**src/rtl/synreg_pipe.sv**
```systemverilog
// synreg_pipe: DEPTH-stage handshaked register pipeline with
// clock enable, synchronous clear and occupancy count.
module synreg_pipe #(
  parameter int WIDTH = 16,
  parameter int DEPTH = 3,
  parameter int CNTW  = $clog2(DEPTH + 1)
) (
  input  logic             clk,
  input  logic             rst,
  input  logic             clk_en,
  input  logic             sclr_n,
  input  logic [WIDTH-1:0] in_data,
  input  logic             in_valid,
  output logic             in_ready,
  output logic [WIDTH-1:0] out_data,
  output logic             out_valid,
  input  logic             out_ready,
  output logic [CNTW-1:0]  count,
  output logic             full,
  output logic             empty
);

  logic [WIDTH-1:0] r_data [DEPTH];
  logic [DEPTH-1:0] r_v;
  logic [CNTW-1:0]  r_cnt;

  // w_rdy[i] is ready of stage i; w_rdy[DEPTH] stands for downstream
  logic [DEPTH:0]   w_rdy;
  // w_give[i] loads stage i; w_give[i+1] means stage i hands its word on
  logic [DEPTH:0]   w_give;
  logic [WIDTH-1:0] w_din [DEPTH];
  logic             w_in_fire;
  logic             w_out_fire;

  assign in_ready   = clk_en & sclr_n & w_rdy[0] & ~rst;
  assign w_in_fire  = in_valid & in_ready;
  assign w_out_fire = out_valid & out_ready & clk_en & sclr_n;
  assign out_data   = r_data[DEPTH-1];
  assign out_valid  = r_v[DEPTH-1];
  assign count      = r_cnt;
  assign full       = (r_cnt == CNTW'(DEPTH));
  assign empty      = (r_cnt == '0);

  // Ready chain: a stage is ready if it or any stage beyond is free,
  // or the downstream consumer takes the last word
  always_comb begin
    logic w_acc;
    w_acc        = out_ready;
    w_rdy[DEPTH] = w_acc;
    for (int i = DEPTH - 1; i >= 0; i--) begin
      w_acc    = w_acc | ~r_v[i];
      w_rdy[i] = w_acc;
    end
  end

  // Transfer events between neighbouring stages
  always_comb begin
    w_give[0] = w_in_fire;
    for (int i = 0; i < DEPTH; i++) begin
      w_give[i+1] = r_v[i] & w_rdy[i+1];
    end
  end

  // Source word for each stage: input for stage 0, predecessor otherwise
  always_comb begin
    w_din[0] = in_data;
    for (int i = 1; i < DEPTH; i++) begin
      w_din[i] = r_data[i-1];
    end
  end

  // Stage registers, valid flags and occupancy counter
  always_ff @(posedge clk or posedge rst) begin
    if (rst) begin
      for (int i = 0; i < DEPTH; i++) begin
        r_data[i] <= '0;
      end
      r_v   <= '0;
      r_cnt <= '0;
    end else if (clk_en) begin
      if (!sclr_n) begin
        for (int i = 0; i < DEPTH; i++) begin
          r_data[i] <= '0;
        end
        r_v   <= '0;
        r_cnt <= '0;
      end else begin
        for (int i = 0; i < DEPTH; i++) begin
          if (w_give[i]) begin
            r_data[i] <= w_din[i];
            r_v[i]    <= 1'b1;
          end else if (w_give[i+1]) begin
            r_v[i]    <= 1'b0;
          end
        end
        case ({w_in_fire, w_out_fire})
          2'b10:   r_cnt <= r_cnt + CNTW'(1);
          2'b01:   r_cnt <= r_cnt - CNTW'(1);
          default: r_cnt <= r_cnt;
        endcase
      end
    end
  end

endmodule
```
**config.mk**
```make
export PLATFORM = sky130hd
export DESIGN_NAME = synreg_pipe
export DESIGN_NICKNAME = d
export VERILOG_FILES = /design/src/rtl/synreg_pipe.sv
export SDC_FILE = /design/constraint.sdc
export NUM_CORES = 1
export LEC_CHECK = 0
export ABC_AREA = 1
export CORE_MARGIN = 3
export CORE_UTILIZATION = 51
export CTS_CLUSTER_SIZE = 30
export DETAILED_ROUTE_END_ITERATION = 8
export GPL_TIMING_DRIVEN = 0
export PLACE_DENSITY = 0.79
export SLEW_MARGIN = 20
export SYNTH_ARGS = -nofsm -noshare
export SYNTH_HDL_FRONTEND = slang
export SYNTH_SLANG_ARGS = --single-unit
```
**constraint.sdc**
```tcl
create_clock -name clk -period 2.1 [get_ports clk]
set_input_delay 0.315 -clock clk [delete_from_list [all_inputs] [get_ports clk]]
set_output_delay 0.315 -clock clk [all_outputs]
set_load 0.03 [all_outputs]
```
==> out/qor.yml <==
status: "completed"
crit_type: "primary input to output port"
rrSetupSlack_ns: 0.66
async_flop_share_pct: 100.0
drtAntennaViolNets: 0
clk_pin_slew_ns: 0.09
fin_hold_ws_ns: 0.3738
dr.pass1.iters: 4
antenna_cells: 0
hold_path.class: "primary input to flop"
cts.sinks: 53
drt_first_iter_violations: 95
synth-simple-area-share_pct: 11.16
wl_um: 4233
netlist_area_mm2: 0.002265
cts_buffers: 5
start_util_pct: 54.65
worst_slew_pin_slew_ns: 0.5417
htreeDepth: 2
fmax_ghz: 0.5017
start_kind: "primary input"
mostFrequentLayoutCells: "53 x dfrtp_1, 49 x o21ai_0, 39 x clkdlybuf4s50_1"
boundaryPins: 44
min_period_over_period_pct: 94.92
clk_path_buf_depth: 2
vdd_drop_max_mv: 0.4094
design_area_mm2: 0.002854
dpl_cell_area_mm2: 0.002768
holdPathEnd: "r_data[41]"
rsz0062_at_grt: "false"
clock_latency_ns: 0.30
synth_cells: 238
routabilityCongestion: 0.7756
synth_top_family_by_area: "compound AO/OA/AOI/OAI gates"
numPortBuffers: 42
utilization_pct: 68.87
ys_ff_latch: 53
synth_nets: 260
skew_ns: 0.008956
grt_overflow: 0
finalHoldViolations: 0
synthAdderAreaFrac_pct: 0
grt_pass1_wl_um: 7107
synthXorXnorAreaFrac_pct: 0
max_stage_delay_ns: 0.47
reg2reg_depth: 4
die_area_mm2: 0.005276
maxCapViolations: 0
crit_chain: "clkdlybuf4s50_1 > inv_1 > nand4_1 > nand2_1 > inv_2 > buf_6 > clkdlybuf4s15_2"
drive_above_1_share_pct: 14.53
worst_path_max_delay_cell: "clkdlybuf4s50_1"
maxSlewViolCount: 0
fin_ws_ns: 0.1067
dr_total_vias: 1708
die_height_um: 72.64
synthMuxAreaShare_pct: 0
relSlewSlack_pct: 63.83
nets: 310
fin_crit_ns: 1.993
syn_avg_cell_area_um2: 9.515
vias_per_cell: 5.038
place_ws_ns: -0.4320
power_leakage_nw: 1.301
final_common_cell: "dfrtp_1"
ys_seq_area_share_pct: 58.56
ys_types: 21
end_kind: "output port"
yosysWarningCount: 0
wire_per_inst_um: 12.49
cts_tree: "done"
grt_pass1_vias: 1552
hp-start: "in_valid"
setup_violations: 0
cts_root_buffer: "clkbuf_8"
cp.required_ns: 1.78
synth_compound_area_share_pct: 16.08
core_mm2: 0.004144
grt_max_degree: 30
post-dp-hpwl_um: 3153
cp_max_fo: 10
rows: 23
track_usage_pct: 17.34
hold_depth: 3
drc: 0
chipWidth_um: 72.64
synth_edf_count: 0
area_growth_pct: 26.02
regToRegStartpoint: "r_v[2]"
power_density_mw_per_mm2: 676.8
antenna_found_initial: 0
synth_flop_cell: "dfrtp_1"
worstPathArrival_ns: 1.68
reg2reg_to: "out_data[14]"
-- flip-flops by register name (all words and copies together), names as in the netlist --
name,flops
r_data,32
count,2
r_v,3
out_data,16
-- what timing repair did --
action	in CTS	in global routing
hold endpoints to repair	0	0
setup endpoints to repair	1	0
hold buffers	0	0
setup buffers	0	0
gates resized for setup	5	0
-- cells in the mapped netlist, drive strengths merged, types with 2 or more instances --
cell	n	share of area, %
dfrtp	53	59
nand4	2	0.55
nor2	6	1.2
o21ai	51	11
nand3	24	5.7
buf	21	6.7
clkbuf	4	0.72
nand2	17	3.0
o22ai	16	4.4
inv	41	6.8
-- worst max-delay path by stage --
stage / start / to / slack (ns)
final: out_ready / in_ready / 0.11
after global routing: out_ready / in_ready / 0.07
after CTS: out_ready / in_ready / 0.12
after detailed placement: sclr_n / in_ready / -0.43
after global placement: clk_en / in_ready / -0.43
after floorplan: rst / count[0] / 0.50
-- power breakdown --
group / switching (mW) / internal, mW
logic: 0.174 / 0.114
registers: 0.0249 / 1.06
clock network: 0.320 / 0.235
total: 0.519 / 1.41
-- cell families after synthesis --
kind of cell | count (synthesis)
AND/OR/NAND/NOR | 51
AO/OA/AOI/OAI | 68
flip-flops | 53
buffers and inverters | 66
-- metrics by stage --
| step | TNS (ns) | instances | total power [mW] |
|---|---|---|---|
| finish | 0 | 339 | 1.932 |
| global route | 0 | 339 | 2.014 |
| CTS | 0 | 339 | 1.943 |
| global placement | -20.69 | 330 | 1.386 |
| floorplan | 0 | 238 | 1.273 |
| detailed placement | -0.4320 | 331 | 1.399 |
-- critical path: cells and delay by family --
kind / cells / cell delay (ns)
buffers and inverters: 5 / 1.14
and+or+nand+nor: 2 / 0.22
-- final cells by class --
| class | instances | area [um^2] |
|---|---|---|
| flip-flops and latches | 53 | 1326 |
| fillers | 350 | 1290 |
| multi-input cells | 119 | 616.8 |
| repair buffers | 43 | 439.2 |
| plain buffers | 25 | 167.7 |
| inverters | 41 | 153.9 |
| clock buffers | 6 | 72.57 |
| well taps | 50 | 62.56 |
| clock inverters | 2 | 15.01 |
-- metal layers --
metal,routed length (um),global-route usage (%),part of all wire [%],up-vias
li1,-,-,-,874
met1,2132,25.81,50,787
met2,1883,25.75,44,41
met3,156,3.306,3.7,6
met4,61,5.738,1.4,0
met5,0,0,0,-
Power figures use the tool's default switching activity.
